**config.mk**
```make
export PLATFORM = sky130hd
export DESIGN_NAME = sort_n_seq_flat
export DESIGN_NICKNAME = d
export VERILOG_FILES = /design/src/rtl/sort_n_seq_pkg.sv /design/src/rtl/sort_n_seq_if.sv /design/src/rtl/sort_n_seq_cmp_swap.sv /design/src/rtl/sort_n_seq.sv /design/src/flat_wrapper.sv
export SDC_FILE = /design/constraint.sdc
export NUM_CORES = 1
export LEC_CHECK = 0
export CAP_MARGIN = 20
export CORE_MARGIN = 5
export CORE_UTILIZATION = 25
export CTS_BUF_LIST = sky130_fd_sc_hd__clkbuf_16
export CTS_CLUSTER_DIAMETER = 200
export DETAILED_ROUTE_END_ITERATION = 12
export GPL_TIMING_DRIVEN = 0
export SYNTH_ARGS = -nofsm -noshare
export SYNTH_HDL_FRONTEND = slang
export SYNTH_SLANG_ARGS = --single-unit
```
**constraint.sdc**
```tcl
create_clock -name clk -period 3.1 [get_ports clk]
set_clock_uncertainty 0.15 [all_clocks]
set_input_delay 0.465 -clock clk [delete_from_list [all_inputs] [get_ports clk]]
set_output_delay 0.465 -clock clk [all_outputs]
set_load 0.005 [all_outputs]
```
**src/rtl/sort_n_seq_pkg.sv**
```systemverilog
// Shared types and sizing helpers for the odd-even transposition sorter.
package sort_pkg;

  typedef enum logic [1:0] {
    IDLE = 2'd0,
    SORT = 2'd1,
    DONE = 2'd2
  } state_t;

  // Width needed to hold the worst-case exchange count N*(N-1)/2.
  function automatic int scw_f(input int n);
    int max_swaps;
    max_swaps = n * (n - 1) / 2;
    return (max_swaps < 1) ? 1 : $clog2(max_swaps + 1);
  endfunction

  // Element 0 lives in the MSBs of the packed vector.
  function automatic int elem_lsb(input int i, input int n, input int w);
    return (n - 1 - i) * w;
  endfunction

endpackage

```
**src/rtl/sort_n_seq_if.sv**
```systemverilog
// Producer/consumer handshake bundle for sort_n_seq.
interface sort_n_seq_if
  import sort_pkg::*;
#(
  parameter int WIDTH = 3,
  parameter int N     = 3
) ();

  localparam int SCW = scw_f(N);

  logic                 in_valid;
  logic                 in_ready;
  logic [N*WIDTH-1:0]   in_data;
  logic                 desc;
  logic                 out_valid;
  logic                 out_ready;
  logic [N*WIDTH-1:0]   out_data;
  logic [SCW-1:0]       swap_cnt;

  modport master (
    output in_valid, in_data, desc, out_ready,
    input  in_ready, out_valid, out_data, swap_cnt
  );

  modport slave (
    input  in_valid, in_data, desc, out_ready,
    output in_ready, out_valid, out_data, swap_cnt
  );

endinterface

```
**src/rtl/sort_n_seq_cmp_swap.sv**
```systemverilog
// Combinational compare-exchange cell; lo_out feeds the left slot, hi_out the right.
module cmp_swap #(
  parameter int WIDTH = 3
) (
  input  logic [WIDTH-1:0] a,
  input  logic [WIDTH-1:0] b,
  input  logic             desc,
  output logic [WIDTH-1:0] lo_out,
  output logic [WIDTH-1:0] hi_out,
  output logic             swapped
);

  // Strict compares keep equal elements in place, so the sort is stable.
  assign swapped = desc ? (a < b) : (a > b);
  assign lo_out  = swapped ? b : a;
  assign hi_out  = swapped ? a : b;

endmodule

```
**src/rtl/sort_n_seq.sv**
```systemverilog
// Multi-cycle odd-even transposition sorter: one pass per clock, early exit
// after two consecutive quiet passes, valid/ready on both sides.
module sort_n_seq
  import sort_pkg::*;
#(
  parameter int WIDTH = 3,
  parameter int N     = 3
) (
  input  logic       clk,
  input  logic       rst,
  sort_n_seq_if.slave bus
);

  localparam int SCW = scw_f(N);
  localparam int PW  = $clog2(N);
  localparam int NC  = N - 1;

  state_t             state, state_nxt;
  logic [N*WIDTH-1:0] data_r, data_nxt;
  logic               desc_r;
  logic [PW-1:0]      pass_r;
  logic               prev_zero_r;
  logic [SCW-1:0]     swap_cnt_r;
  logic [SCW-1:0]     pass_swaps;
  logic               finish;

  logic [WIDTH-1:0]   elem [N];
  logic [WIDTH-1:0]   lo   [NC];
  logic [WIDTH-1:0]   hi   [NC];
  logic [NC-1:0]      swapped;
  logic [NC-1:0]      active;

  for (genvar i = 0; i < N; i++) begin : g_elem
    assign elem[i] = data_r[elem_lsb(i, N, WIDTH) +: WIDTH];
  end

  // Even cells (0,1),(2,3).. run on even passes, odd cells on odd passes.
  for (genvar k = 0; k < NC; k++) begin : g_cell
    cmp_swap #(.WIDTH(WIDTH)) u_cs (
      .a      (elem[k]),
      .b      (elem[k+1]),
      .desc   (desc_r),
      .lo_out (lo[k]),
      .hi_out (hi[k]),
      .swapped(swapped[k])
    );
    if ((k % 2) == 0) begin : g_even
      assign active[k] = ~pass_r[0];
    end else begin : g_odd
      assign active[k] = pass_r[0];
    end
  end

  always_comb begin
    data_nxt   = data_r;
    pass_swaps = '0;
    for (int k = 0; k < NC; k++) begin
      if (active[k]) begin
        data_nxt[elem_lsb(k, N, WIDTH) +: WIDTH]     = lo[k];
        data_nxt[elem_lsb(k + 1, N, WIDTH) +: WIDTH] = hi[k];
        if (swapped[k]) pass_swaps = pass_swaps + SCW'(1);
      end
    end
  end

  assign finish = (pass_r == PW'(N - 1)) ||
                  ((pass_r != '0) && prev_zero_r && (pass_swaps == '0));

  // ---- state register ----
  always_ff @(posedge clk or posedge rst) begin
    if (rst) state <= IDLE;
    else     state <= state_nxt;
  end

  // ---- next-state logic ----
  always_comb begin
    state_nxt = state;
    case (state)
      IDLE:    if (bus.in_valid)  state_nxt = SORT;
      SORT:    if (finish)        state_nxt = DONE;
      DONE:    if (bus.out_ready) state_nxt = IDLE;
      default:                    state_nxt = IDLE;
    endcase
  end

  // ---- output decode ----
  always_comb begin
    bus.in_ready  = (state == IDLE);
    bus.out_valid = (state == DONE);
  end

  // ---- element registers, pass counter and swap accumulator ----
  always_ff @(posedge clk or posedge rst) begin
    if (rst) begin
      data_r      <= '0;
      desc_r      <= 1'b0;
      pass_r      <= '0;
      prev_zero_r <= 1'b0;
      swap_cnt_r  <= '0;
    end else if (state == IDLE && bus.in_valid) begin
      data_r      <= bus.in_data;
      desc_r      <= bus.desc;
      pass_r      <= '0;
      prev_zero_r <= 1'b0;
      swap_cnt_r  <= '0;
    end else if (state == SORT) begin
      data_r      <= data_nxt;
      swap_cnt_r  <= swap_cnt_r + pass_swaps;
      prev_zero_r <= (pass_swaps == '0);
      if (!finish) pass_r <= pass_r + PW'(1);
    end
  end

  assign bus.out_data = data_r;
  assign bus.swap_cnt = swap_cnt_r;

endmodule

```
**src/flat_wrapper.sv**
```systemverilog
// flat-port wrapper written by rule: the top's interface ports become plain ports
module sort_n_seq_flat import sort_pkg::*;
#(
  parameter int WIDTH = 3,
  parameter int N     = 3
)
  (clk, rst, bus_in_valid, bus_in_data, bus_desc, bus_out_ready, bus_in_ready, bus_out_valid, bus_out_data, bus_swap_cnt);
  sort_n_seq_if #(.WIDTH(WIDTH), .N(N)) bus_i ();
  input  logic clk;
  input  logic rst;
  input wire logic [$bits(bus_i.in_valid)-1:0] bus_in_valid;
  input wire logic [$bits(bus_i.in_data)-1:0] bus_in_data;
  input wire logic [$bits(bus_i.desc)-1:0] bus_desc;
  input wire logic [$bits(bus_i.out_ready)-1:0] bus_out_ready;
  output wire logic [$bits(bus_i.in_ready)-1:0] bus_in_ready;
  output wire logic [$bits(bus_i.out_valid)-1:0] bus_out_valid;
  output wire logic [$bits(bus_i.out_data)-1:0] bus_out_data;
  output wire logic [$bits(bus_i.swap_cnt)-1:0] bus_swap_cnt;
  assign bus_i.in_valid = bus_in_valid;
  assign bus_i.in_data = bus_in_data;
  assign bus_i.desc = bus_desc;
  assign bus_i.out_ready = bus_out_ready;
  assign bus_in_ready = bus_i.in_ready;
  assign bus_out_valid = bus_i.out_valid;
  assign bus_out_data = bus_i.out_data;
  assign bus_swap_cnt = bus_i.swap_cnt;
  sort_n_seq #(.WIDTH(WIDTH), .N(N)) u_core (.clk(clk), .rst(rst), .bus(bus_i));
endmodule
```
# ---- After elaboration in Yosys (flattened, before gate mapping)
# Index checks and enable logic that the tools add are counted.
dict set report op_classes {
  n_reduce_logical 17
  mux 25
  addsub 3
  order_cmp 4
  eq_ne 9
}
# op n
set ops {}
lappend ops {{$mux W2} 11}
lappend ops {{$mux W9} 2}
lappend ops {{$mux W3} 4}
lappend ops {{$mux W6} 2}
lappend ops {{$reduce_and A3 Y1} 4}
lappend ops {{$reduce_bool A2 Y1} 5}
lappend ops {{$ne A2 B2 Y1 const B} 4}
lappend ops {{$gt A3 B3 Y1} 2}
lappend ops {{$lt A3 B3 Y1} 2}
lappend ops {{$pmux W2 S3} 1}
lappend ops {{$mux W1} 5}
lappend ops {{$add A2 B1 Y2 const B} 2}
lappend ops {{$eq A2 B2 Y1 const B} 2}
lappend ops {{$logic_not A2 Y1} 2}
lappend ops {{$logic_and A1 B1 Y1} 3}
lappend ops {{$ne A3 B3 Y1 const B} 1}
lappend ops {{$reduce_bool A3 Y1} 1}
lappend ops {{$add A2 B2 Y2} 1}
lappend ops {{$eq A2 B1 Y1 const B} 1}
lappend ops {{$ne A2 B1 Y1 const B} 1}
lappend ops {{$reduce_and A2 Y1} 1}
lappend ops {{$logic_or A1 B1 Y1} 1}
dict set report totals {
  inputBits 14
  reg_bits 17
  elab_cells 66
  out_inout_bits 13
}

# ---- Depth between registers and ports, before layout
dict set report depth {
  depth_word 13
  ltp_mapped 11
  mapped_depth_nobuf 10
}

# ---- Hierarchy
# Synthesis repeated with hierarchy kept, for this count alone.
dict set report unflattened {
  cells_unflattened 130
  hier_area_um2 1306.3
}
# module cells_per_inst seq_area_each_um2 n_inst area_each_um2
set modules_own_cells {}
lappend modules_own_cells {sort_n_seq 96 425.4 1 950.9}
lappend modules_own_cells {cmp_swap 17 0.0 2 177.7}

# ---- Worst setup path after synthesis
# OpenSTA, ideal clock, no wires.
dict set report synth_path {
  kind {reg2reg}
  startpoint {register u_core.data_r[4] (netlist: u_core.bus.out_data[4])}
  endpoint {register u_core.swap_cnt_r[1] (netlist: u_core.bus.swap_cnt[1])}
  path_stages_with_launch 12
  t_required_ns 2.818
  setup_ns 0.132
  setup_slack_ns 0.813
  path_buffers 1
  synth_period_minus_slack_ns 2.287
  arrival_ns 2.006
  path_cell_list {dfrtp_1 > inv_1 > ha_1 > nand3b_1 > and4_4 > nor4_2 > buf_4 > inv_1 > ha_1 > nand2_1 > xor2_1 > nor2_1}
}
dict set report synth_between {
  elab_chain_cells 10
  word_cells_on_any_way 14
  cone_classes {add/sub (2); order compare (4); mux (8)}
}
# item line_no
set synth_lines {}
lappend synth_lines {{start, declared} sort_n_seq.sv:19} ;# logic [N*WIDTH-1:0] data_r, data_nxt;
lappend synth_lines {{start signal, assigned} sort_n_seq.sv:101} ;# data_r <= bus.in_data;
lappend synth_lines {{start signal, assigned} sort_n_seq.sv:107} ;# data_r <= data_nxt;
lappend synth_lines {{$gt A3 B3 Y1 or $lt A3 B3 Y1 (tied branches)} sort_n_seq_cmp_swap.sv:14} ;# assign swapped = desc ? (a < b) : (a > b);
lappend synth_lines {{$mux W1} sort_n_seq_cmp_swap.sv:14}
lappend synth_lines {{$mux W1} sort_n_seq.sv:61} ;# if (swapped[k]) pass_swaps = pass_swaps + SCW'(1);
lappend synth_lines {{$mux W2} sort_n_seq.sv:58} ;# if (active[k]) begin
lappend synth_lines {{$add A2 B1 Y2} sort_n_seq.sv:61}
lappend synth_lines {{$mux W2} sort_n_seq.sv:61}
lappend synth_lines {{$mux W2 *} sort_n_seq.sv:58}
lappend synth_lines {{$add A2 B2 Y2 *} sort_n_seq.sv:108} ;# swap_cnt_r <= swap_cnt_r + pass_swaps;
lappend synth_lines {{$mux W2 *} sort_n_seq.sv:106} ;# end else if (state == SORT) begin
lappend synth_lines {{$mux W2 *} sort_n_seq.sv:100} ;# end else if (state == IDLE && bus.in_valid) begin
lappend synth_lines {{end signal, assigned} sort_n_seq.sv:108}
lappend synth_lines {{end, declared} sort_n_seq.sv:23} ;# logic [SCW-1:0] swap_cnt_r;
# Mark *: on every way between the ends. The rest lies on a longest branch, timed or not. The select of a mux whose other input is x is not followed.
# A chain may end at the register's enable or synchronous reset.

# ---- Worst setup path after layout
dict set report layout_path {
  startpoint {register u_core.data_r[5] (netlist: u_core.bus.out_data[5])}
  endpoint {register u_core.swap_cnt_r[1] (netlist: u_core.bus.swap_cnt[1])}
}
# Same word-level chain as after synthesis.

==> run metrics <==
final period utilization between 80 and 90%; starting density of the core approximately a quarter; area leader, netlist dfrtp_1; CP peak stage delay 430 ps; Die W 78.6 um; Clock Sinks 17; family with the most delay on the worst path simple AND/OR/NAND/NOR gates; GR Overflow Total 0; Avg WL per Cell around 15 um; Post-DRT Antenna Nets 0; Hold Slack around 400 ps; slowest stage cell, crit path dfrtp_1; initial antenna violation count 0; DP Area 1500 um^2; largest net degree at the start of global routing 18; met1 WL around 1.5 mm; YS warnings 0; Syn Inst Count 127; DR top layer met4; core area ~4600 um^2; DIE HEIGHT 78.6 um; CTS buffer count 3; final instance area approximately 1600 um^2; routed wl met3 62 um; ratio of cells with drive above 1 in the final layout 9.55%; FMAX 384 MHz; post-route insts no fill around 210; worst hold path type flop to flop; r2r setup slk 500 ps; post-layout util 34.2%; Synth Area per Inst 9.25 um^2; Global Route Usage Sum 10.9%; H-tree depth 1; CP bufs+invs 3; Site Rows 25; cell area after synthesis ~1200 um^2; vias per cell 4.84; CTS tree built; DR DRC count 0; # resized after CTS 0; ranking of synthesized cells by area dfrtp_1 36%, ha_1 9.6%, nand2_1 4.2%; post-synth cell types 39; crit path max fanout 10; IO buf count 26; Pwr per Cell Area 1190 nW/um^2; EDFF count, synth 0; crit start category flop; DRT iter0 DRCs 35; Min Clock Period, post-route around 2600 ps; Ports 27; vias a little over 1000; Seq/Total Area, Yosys 36.2%; transition time of the tightest slew-check pin 689 ps; DR pass1 iterations 4; synthesized net count 150; crit path kind flop to flop; hold_buf cts 0; ys flop type dfrtp_1; final-report hold violation count 0; CP Data Required Time slightly above 3000 ps; outcome complete, no violations; vias in the first global route 1075; Crit path arrival time 2570 ps; DP HPWL 2.30 mm; Slew Viols, Final 0; RSZ-0062 raised after global routing no; Critical Path Sink Type flop; Synth-to-Final Area Change 34.6%; post-synthesis register bit count 17; Slew Limit Headroom 54.0%; Post-synth ARST share 100%; clock slew seen by the registers of the worst setup and hold paths 50 ps; Post-CTS Setup Inserts 0; top cell type's share of synthesized area 36.2%; WL final 3.12 mm; placed instance count 207; Clk Latency, worst-skew pair 250 ps; clk buf depth 2; global-route wire length before repair 5.29 mm; Ant. Diodes 0; clk root buf clkbuf_16; Peak supply drop ~310 uV; die area 6170 um^2; DR WL met2 1.48 mm; nets@finish between 150 and 200; Static Leakage 0.692 nW; endpoints failing setup 0; worst-path cell chain inv_1 -> ha_1 -> nand3b_1 -> and4_4 -> nor4_2 -> buf_4 -> inv_1 -> ha_1 -> nand2_1 -> xor2_1 -> nor2_1; max cap viols 0; post-route setup TNS 0 ps; GPL Wtd Cong approximately 0.82
## cell families after synthesis
logic type                 count (synthesis)  share of synthesized area [%]
and+or+nand+nor                           44                           20.1
buffers and inverters                     17                           6.39
AOI/OAI and AO/OA                         34                           22.6
xor gates and xnor gates                   1                          0.746
adders and majority gates                  9                           9.58
muxes                                      5                           4.37
DFF                                       17                           36.2
## sequential cells by signal, summed over array words and instances (netlist names)
register             cells
u_core.prev_zero_r       1
u_core.bus.swap_cnt      2
u_core.state             2
u_core.bus.out_data      9
u_core.pass_r            2
u_core.desc_r            1
## stage by stage
step	setup slack (ps)	power [mW]
final	498	1.88
after CTS	499	1.88
after global placement	527	1.60
after global routing	352	2.05
after detailed placement	519	1.61
after floorplan	813	1.23
## synth_stat cells (all sizes together), types with 3 or more instances
cell type / number
nor2: 7
buf: 3
o21ai: 3
nor3: 4
nand2: 13
a2111oi: 3
a211oi: 3
mux2i: 4
a21oi: 7
clkbuf: 3
ha: 9
dfrtp: 17
nor2b: 5
o31ai: 5
inv: 11
## cell usage in the layout (no fill, tap or decap), types with 2 or more instances in the layout
cell type	count
and4_4	2
nor2b_1	5
nor2_1	7
o31ai_1	5
o21a_1	2
nor3_1	4
inv_1	11
a22oi_1	2
a21o_1	2
a22o_1	2
buf_4	3
a21oi_1	7
nand2_1	13
a2111oi_2	2
dfrtp_1	17
nand2b_1	2
clkbuf_1	3
nand3b_1	2
ha_1	9
o21ai_0	3
clkbuf_16	3
clkdlybuf4s50_1	26
and3_1	2
mux2i_1	4
a211oi_2	2
nand3_1	2
## metal layers
| layer | GRT usage [%] | vias up |
|---|---|---|
| li1 | - | 517 |
| met1 | 14.2 | 484 |
| met2 | 17.8 | 16 |
| met3 | 1.38 | 5 |
| met4 | 4.72 | 0 |
| met5 | 0 | - |
## power breakdown
part	internal [mW]	switching, mW
clock network	0.172	0.0900
logic	0.555	0.647
registers	0.327	0.0860
total	1.05	0.823
## path summary, 6_finish.rpt
path / start / cells after the start / endpoint
hold reg to reg: u_core.bus.out_data[8] / 1 / u_core.bus.out_data[8]
setup / recovery: u_core.bus.out_data[5] / 11 / u_core.bus.swap_cnt[1]
hold / removal: u_core.bus.out_data[8] / 1 / u_core.bus.out_data[8]
setup reg to reg: u_core.bus.out_data[5] / 11 / u_core.bus.swap_cnt[1]
max in group asynchronous: rst / 2 / u_core.bus.swap_cnt[1]
min in group asynchronous: rst / 2 / u_core.bus.out_data[7]
## final cells by class
cell class | instances | area [um^2]
buffer | 6 | 33.8
clock buffer | 3 | 75.1
clock inverter | 1 | 3.75
fill | 467 | 3050
inverter | 11 | 41.3
multi-input combinational | 93 | 674
sequential | 17 | 425
tap | 54 | 67.6
timing repair buffer | 26 | 260
(Power assumes the default switching activity.)
